--- src/rtl/dda_irs_emulator.sv ---
// Digitizer daughterboard (IRS) emulator: timed block conversion followed by
// pattern readout addressed by a strobe-driven pointer or a direct sample address.
module dda_irs_emulator #(
  parameter int NUM_CH      = 8,
  parameter int NUM_SMP     = 64,
  parameter int DAT_W       = 12,
  parameter int BLK_W       = 9,
  parameter int CONV_CYCLES = 32,
  localparam int CW         = $clog2(NUM_CH),
  localparam int SW         = $clog2(NUM_SMP)
) (
  input  logic             clk_i,
  input  logic             rst_n_i,
  input  logic             power_i,
  input  logic             capture_i,
  input  logic [BLK_W-1:0] blk_addr_i,
  input  logic [1:0]       mode_i,
  input  logic [DAT_W-1:0] ped_i,
  input  logic             rd_addr_rst_i,
  input  logic             rd_addr_adv_i,
  input  logic             smpall_i,
  input  logic [SW-1:0]    smp_i,
  input  logic [CW-1:0]    ch_i,
  input  logic             doe_i,
  output logic [DAT_W-1:0] dat_o,
  output logic             busy_o,
  output logic             ready_o,
  output logic             wrap_o,
  output logic             ovf_o
);

  // state   | meaning
  // IDLE    | no block held, waiting for capture
  // CONVERT | conversion running for CONV_CYCLES clocks
  // READY   | block converted, readout strobes and data enabled
  typedef enum logic [1:0] {S_IDLE, S_CONVERT, S_READY} state_t;

  localparam int CNT_W = (CONV_CYCLES > 2) ? $clog2(CONV_CYCLES) : 1;
  localparam int PW_A  = (DAT_W > CW + SW) ? DAT_W : CW + SW;
  localparam int PW    = (PW_A > BLK_W) ? PW_A : BLK_W;

  state_t             state_q, state_d;
  logic [CNT_W-1:0]   cnt_q, cnt_d;
  logic [SW-1:0]      ptr_q, ptr_d;
  logic [BLK_W-1:0]   blk_q, blk_d;
  logic [1:0]         mode_q, mode_d;
  logic [DAT_W-1:0]   ped_q, ped_d;
  logic               wrap_q, wrap_d;
  logic               ovf_q, ovf_d;
  logic               rst_dly_q, adv_dly_q;
  logic [DAT_W-1:0]   dat_q, dat_d;
  logic               busy_q, ready_q;

  logic               start, rd_rst_rise, rd_adv_rise;
  logic [SW-1:0]      s_addr;
  logic [PW-1:0]      cs_ext, blk_ext;
  logic [DAT_W-1:0]   pattern;

  assign start       = power_i && capture_i && (state_q != S_CONVERT);
  assign rd_rst_rise = rd_addr_rst_i && !rst_dly_q;
  assign rd_adv_rise = rd_addr_adv_i && !adv_dly_q;
  assign s_addr      = smpall_i ? ptr_q : smp_i;
  assign cs_ext      = PW'({ch_i, s_addr});
  assign blk_ext     = PW'(blk_q);

  always_comb begin
    pattern = ped_q;
    case (mode_q)
      2'd0:    pattern = ped_q + DAT_W'(s_addr);
      2'd1:    pattern = ped_q;
      2'd2:    pattern = cs_ext[DAT_W-1:0];
      default: pattern = ped_q ^ blk_ext[DAT_W-1:0];
    endcase
  end

  always_comb begin
    state_d = state_q;
    cnt_d   = cnt_q;
    ptr_d   = ptr_q;
    blk_d   = blk_q;
    mode_d  = mode_q;
    ped_d   = ped_q;
    wrap_d  = wrap_q;
    ovf_d   = ovf_q;

    if (power_i && capture_i && state_q == S_CONVERT) ovf_d = 1'b1;

    case (state_q)
      S_IDLE: begin
        if (start) state_d = S_CONVERT;
      end
      S_CONVERT: begin
        if (cnt_q == CNT_W'(CONV_CYCLES - 1)) state_d = S_READY;
        else                                  cnt_d   = cnt_q + 1'b1;
      end
      S_READY: begin
        if (start) begin
          state_d = S_CONVERT;
        end else if (rd_rst_rise) begin
          ptr_d = '0;
        end else if (rd_adv_rise) begin
          if (ptr_q == SW'(NUM_SMP - 1)) wrap_d = 1'b1;
          ptr_d = ptr_q + 1'b1;
        end
      end
      default: state_d = S_IDLE;
    endcase

    if (start) begin
      cnt_d  = '0;
      ptr_d  = '0;
      wrap_d = 1'b0;
      blk_d  = blk_addr_i;
      mode_d = mode_i;
      ped_d  = ped_i;
    end

    // Losing SENSE overrides everything except reset.
    if (!power_i) state_d = S_IDLE;

    dat_d = (state_d == S_READY && doe_i) ? pattern : '0;
  end

  always_ff @(posedge clk_i) begin
    if (!rst_n_i) begin
      state_q   <= S_IDLE;
      cnt_q     <= '0;
      ptr_q     <= '0;
      blk_q     <= '0;
      mode_q    <= '0;
      ped_q     <= '0;
      wrap_q    <= 1'b0;
      ovf_q     <= 1'b0;
      rst_dly_q <= 1'b0;
      adv_dly_q <= 1'b0;
      dat_q     <= '0;
      busy_q    <= 1'b0;
      ready_q   <= 1'b0;
    end else begin
      state_q   <= state_d;
      cnt_q     <= cnt_d;
      ptr_q     <= ptr_d;
      blk_q     <= blk_d;
      mode_q    <= mode_d;
      ped_q     <= ped_d;
      wrap_q    <= wrap_d;
      ovf_q     <= ovf_d;
      rst_dly_q <= rd_addr_rst_i;
      adv_dly_q <= rd_addr_adv_i;
      dat_q     <= dat_d;
      busy_q    <= (state_d == S_CONVERT);
      ready_q   <= (state_d == S_READY);
    end
  end

  assign dat_o   = dat_q;
  assign busy_o  = busy_q;
  assign ready_o = ready_q;
  assign wrap_o  = wrap_q;
  assign ovf_o   = ovf_q;

endmodule

--- config.mk ---
export PLATFORM = sky130hd
export DESIGN_NAME = dda_irs_emulator
export DESIGN_NICKNAME = d
export VERILOG_FILES = /design/src/rtl/dda_irs_emulator.sv
export SDC_FILE = /design/constraint.sdc
export NUM_CORES = 1
export LEC_CHECK = 0
export ABC_AREA = 1
export CORE_MARGIN = 2
export CORE_UTILIZATION = 51
export CTS_CLUSTER_DIAMETER = 100
export CTS_CLUSTER_SIZE = 25
export DETAILED_ROUTE_END_ITERATION = 6
export PLACE_DENSITY = 0.8
export SYNTH_ARGS = -nofsm -noshare
export SYNTH_HDL_FRONTEND = slang
export SYNTH_SLANG_ARGS = --single-unit
--- constraint.sdc ---
create_clock -name clk_i -period 2.5 [get_ports clk_i]
set_clock_uncertainty 0.05 [all_clocks]
set_input_delay 0.375 -clock clk_i [delete_from_list [all_inputs] [get_ports clk_i]]
set_output_delay 0.375 -clock clk_i [all_outputs]
set_load 0.02 [all_outputs]
After elaboration in Yosys (flattened, before gate mapping)

Cells that the tools add are included.

Bitwise gates (word level): 4
$add $sub $neg: 3
Eq/ne operators: 9
Multiplexer cells: 8
Reductions and logical operators: 17

Operators with widths:

| cell                                                                  | count |
|---|---|
| 12-bit one-hot mux with 3 select lines                                | 1 |
| 6-bit 2-to-1 mux                                                      | 3 |
| 12-bit by 6-bit adder with 12-bit output                              | 1 |
| 12-bit by 9-bit XOR with 12-bit output                                | 1 |
| 6-bit by 1-bit adder with 6-bit output, second input constant         | 1 |
| 2-bit by 1-bit equality test with 1-bit output, second input constant | 3 |
| 2-bit equality test, second input constant                            | 3 |
| 6-bit equality test, second input constant                            | 1 |
| 1-bit logical AND                                                     | 6 |
| 2-bit 2-to-1 mux                                                      | 3 |
| 2-bit AND reduction                                                   | 3 |
| 5-bit by 1-bit adder with 5-bit output, second input constant         | 1 |
| 5-bit equality test, second input constant                            | 1 |
| 2-bit zero test                                                       | 2 |
| 2-bit one-hot mux with 2 select lines                                 | 1 |
| 4-bit AND reduction                                                   | 1 |
| 2-bit OR reduction                                                    | 2 |
| 1-bit NOT                                                             | 3 |
| 1-bit zero test                                                       | 2 |
| 2-bit by 1-bit != test with 1-bit output, second input constant       | 1 |
| 2-bit nonzero test                                                    | 1 |

Output and inout bits: 16
Register bits: 54
Word-level logic and storage cells: 54

Longest topological paths before layout

Word-level depth: 8
Depth in mapped cells: 15
Mapped depth without buffers: 15

Least setup slack after synthesis

Ideal clock, no wire load.

Path type: input -> register
Start: input port smpall_i
End: register dat_q[10] (netlist: dat_o[10])
Path slack: 364 ps
Required time: 2,336 ps
Data arrival time: 1,972 ps
Cell stages on the path: 14
Buffers on the path: 0
Path through: inv_1 > nand2_1 > o21ai_0 > ha_1 > inv_1 > fa_1 > inv_1 > nand2_1 > a21oi_1 > nand2_1 > nand2_1 > nand3_2 > o21bai_1 > nor2_1

Word-level cells in the longest chain between the ends: 3

Ends and longest elaborated chain:

| item                                     | RTL line | source |
|---|---|---|
| from (decl)                              | 21       | `input logic smpall_i,` |
| 6-bit 2-to-1 mux                         | 62       | `assign s_addr = smpall_i ? ptr_q : smp_i;` |
| 12-bit by 6-bit adder with 12-bit output | 69       | `2'd0: pattern = ped_q + DAT_W'(s_addr);` |
| 12-bit one-hot mux with 3 select lines   | 68       | `case (mode_q)` |
| to (signal assigned)                     | 150      | `dat_q <= dat_d;` |
| to (decl)                                | 51       | `logic [DAT_W-1:0] dat_q, dat_d;` |

No other way between the ends.
A chain may end at the register's enable or synchronous reset.

Worst setup path in the final report

Same ends and word-level chain as after synthesis.

==> metrics.log <==
[metrics] Max Clock Freq: 0.4191 GHz
[metrics] number of ports placed on the die boundary: 56
[metrics] worst-path maximum fanout: 4
[metrics] library cells used by synthesis: 37
[metrics] y dimension of the die: 77.02 um
[metrics] most common cell in the synthesized netlist: sky130_fd_sc_hd__nand2_1
[metrics] first-pass iteration count of the detailed router: 4
[metrics] CTS root buffer: sky130_fd_sc_hd__clkbuf_8
[metrics] share of Yosys cell area claimed by the top area cell type: 0.3976
[metrics] CTS max path bufs: 2
[metrics] Clock Latency Late Sink: 300 ps
[metrics] largest net degree at the start of global routing: 36
[metrics] outcome: finished clean
[metrics] number of nets still failing antenna checks after routing: 0
[metrics] top cells by area in the synthesized netlist: sky130_fd_sc_hd__dfxtp_1, sky130_fd_sc_hd__nand2_1, sky130_fd_sc_hd__inv_1, sky130_fd_sc_hd__nor2_1, sky130_fd_sc_hd__o21ai_0
[metrics] std cell rows: 26
[metrics] leakage component of the power: 1.520 nW
[metrics] Area Overhead vs Synth: 29.08%
[metrics] Starting DRT DRC Count: 177
[metrics] period utilization: 0.9545
[metrics] total count of max-transition violations in the final report: 0
[metrics] sequential-to-total area share from yosys stat: 0.3976
[metrics] Slew headroom: 0.6458
[metrics] post-detailed-routing wire length: 6.281 mm
[metrics] power density over cell area: 485.8 nW/um^2
[metrics] most instantiated flip-flop cell in the synthesis netlist: sky130_fd_sc_hd__dfxtp_1
[metrics] synthesized area per cell: 7.309 sq um
[metrics] Post-Route Utilization: 0.6828
[metrics] post-synthesis register bit count: 54
[metrics] final critical path time including I/O delays and setup: 2386 ps
[metrics] layout cells sized above 1: 0.1114
[metrics] fin cells: 510
[metrics] top cell types by occurrence after synthesis: sky130_fd_sc_hd__nand2_1, sky130_fd_sc_hd__dfxtp_1, sky130_fd_sc_hd__inv_1, sky130_fd_sc_hd__nor2_1, sky130_fd_sc_hd__o21ai_0
[metrics] share of async-settable or async-resettable flops after synthesis: 0
[metrics] number of nets produced by synthesis: 422
[metrics] sum of overflow across all layers after global routing: 0
[metrics] Core Box Area: 5140 sq um
[metrics] total number of H-tree levels: 2
[metrics] TritonCTS sink count: 54
[metrics] vias in the first global route: 2383
[metrics] ratio of routed vias to standard cells: 4.980
[metrics] post-route cell area: 3510 sq um
[metrics] largest area contributor in the netlist: sky130_fd_sc_hd__dfxtp_1
[metrics] clock transition at the registers of the reported paths: 90 ps
[metrics] routed via count: 2540
[metrics] Worst Path Arrival: 2540 ps
[metrics] kind of critical path: input pin to flop
[metrics] total global-route track usage: 0.2170
[metrics] IO Port Bufs: 55
[metrics] synthesized cell area: 2719 sq um
[metrics] Die Area: 5931 sq um
[metrics] Final Hold Violating Endpoints: 0
[metrics] Final setup viols: 0
[metrics] Crit path required time: 2650 ps
[metrics] Peak VDD IR: 0.2953 mV
[metrics] endpoint kind of the worst setup timing path: flop
[metrics] number of antenna violations at the first check in global routing: 0
[metrics] residual DRC count: 0
[metrics] average routed wire per standard cell: 12.32 um
[metrics] HPWL after DPL: 4.769 mm
[metrics] hold_buf cts: 0
[metrics] synthesized netlist cell count: 372
[metrics] path class of the lowest-slack min-delay path: flop to flop
[metrics] transition time at the pin with the least slew margin: 530.6 ps
[metrics] initial standard-cell utilization of the core: 0.5290
[metrics] routability congestion estimate: 0.8196
[metrics] Critical Path Start Type: input pin
[metrics] number of antenna diodes: 0
[metrics] CTS Buf Count: 5
[metrics] Die Span X: 77.02 um
[metrics] number of flops mapped to enable cells by yosys: 0
[metrics] layout net count: 489
[metrics] max-cap violations: 0
[metrics] number of placed instances with taps included: 501
[metrics] TritonCTS clock tree: yes
[metrics] Synth warnings: 0
[metrics] wire length of the first global-routing pass: 10.49 mm
[metrics] placed cell area: 3401 sq um
## cells in the final DEF, fill, tap and decap left out, types with 12 or more instances in the layout
| cell type | instances |
|---|---|
| sky130_fd_sc_hd__nand2_1 | 55 |
| sky130_fd_sc_hd__clkdlybuf4s50_1 | 55 |
| sky130_fd_sc_hd__dfxtp_1 | 54 |
| sky130_fd_sc_hd__inv_1 | 48 |
| sky130_fd_sc_hd__nor2_1 | 48 |
| sky130_fd_sc_hd__o21ai_0 | 33 |
| sky130_fd_sc_hd__a21oi_1 | 31 |
| sky130_fd_sc_hd__buf_4 | 13 |
| sky130_fd_sc_hd__nand3_1 | 12 |
## path summary, 6_finish.rpt
path / depth (start not counted) / endpoint / slack, ps / from
setup / recovery: 14 / dat_o[10]$_SDFF_PN0_ / 110 / smpall_i
hold / removal: 2 / cnt_q[3]$_SDFFE_PP0P_ / 420 / cnt_q[3]$_SDFFE_PP0P_
setup reg to reg: 13 / dat_o[10]$_SDFF_PN0_ / 250 / ptr_q[0]$_SDFFE_PP0P_
hold reg to reg: 2 / cnt_q[3]$_SDFFE_PP0P_ / 420 / cnt_q[3]$_SDFFE_PP0P_
## area by class of cell
| cell class | count | area [sq um] |
|---|---|---|
| Fill cell | 480 | 1630 |
| Clock buffer | 7 | 86.33 |
| Sequential cell | 54 | 1081 |
| Tap cell | 70 | 87.58 |
| Clock inverter | 1 | 5.005 |
| Inverter | 53 | 198.9 |
| Timing Repair Buffer | 68 | 648.1 |
| Multi-Input combinational cell | 257 | 1403 |
## per-stage QoR
stage	total power (W)	setup WS, ps	setup TNS (ps)	hold WS [ps]
floorplan	0.001098	363.9	0	394.8
global placement	0.001218	-246.4	-865.6	410.5
detailed placement	0.001224	-330.0	-1361	412.2
CTS	0.001710	21.91	0	426.0
global route	0.001792	-24.50	-24.50	457.2
finish	0.001705	113.8	0	424.1
## routing by layer
metal,vias to the layer above,part of all wire,GRT usage,wire [um]
li1,1343,-,-,-
met1,1140,0.46,0.2836,2888
met2,53,0.49,0.3728,3106
met3,4,0.039,0.03882,248
met4,0,0.0059,0.05179,37
met5,-,0,0,0
## timing repair
item                       in CTS  in global routing
pin swaps                       0                  1
resized for setup               1                  3
buffers inserted                0                  1
setup endpoints to repair       2                  2
## logic make-up (layout without fill, tap and decap cells)
family,after synthesis,count (layout),synth area share
flops,54,54,0.3976
fa+ha+maj,10,10,0.04878
buf+inv,61,129,0.09020
compound gates,92,92,0.1873
simple gates,143,143,0.2375
xor+xnor,12,12,0.03866
## power by group
group / leakage, nW / internal [W] / total [W] / switching [W]
Combinational: 1.03 / 0.000140 / 0.000290 / 0.000150
Clock: 0.0482 / 0.000224 / 0.000494 / 0.000270
Sequential: 0.440 / 0.000892 / 0.000920 / 0.0000286
Total: 1.52 / 0.00126 / 0.00170 / 0.000449
## state kept, by name (all words and copies together) (netlist names)
signal / flops
adv_dly_q: 1
ptr_q: 6
busy_o: 1
ready_o: 1
state_q: 2
ovf_o: 1
rst_dly_q: 1
cnt_q: 5
ped_q: 12
mode_q: 2
dat_o: 12
wrap_o: 1
blk_q: 9
## critical path, cell delays in order
cell and delay, ps:
sky130_fd_sc_hd__clkdlybuf4s50_1 480, sky130_fd_sc_hd__inv_1 80, sky130_fd_sc_hd__o21ai_2 160, sky130_fd_sc_hd__ha_2 200, sky130_fd_sc_hd__inv_1 50, sky130_fd_sc_hd__fa_1 370
sky130_fd_sc_hd__inv_1 60, sky130_fd_sc_hd__nand2_1 70, sky130_fd_sc_hd__a21oi_2 200, sky130_fd_sc_hd__nand2_1 100, sky130_fd_sc_hd__nand2_1 130, sky130_fd_sc_hd__nand3_2 90
sky130_fd_sc_hd__o21bai_1 130, sky130_fd_sc_hd__nor2_1 50
Note: power is estimated with default switching activity, not from simulation.
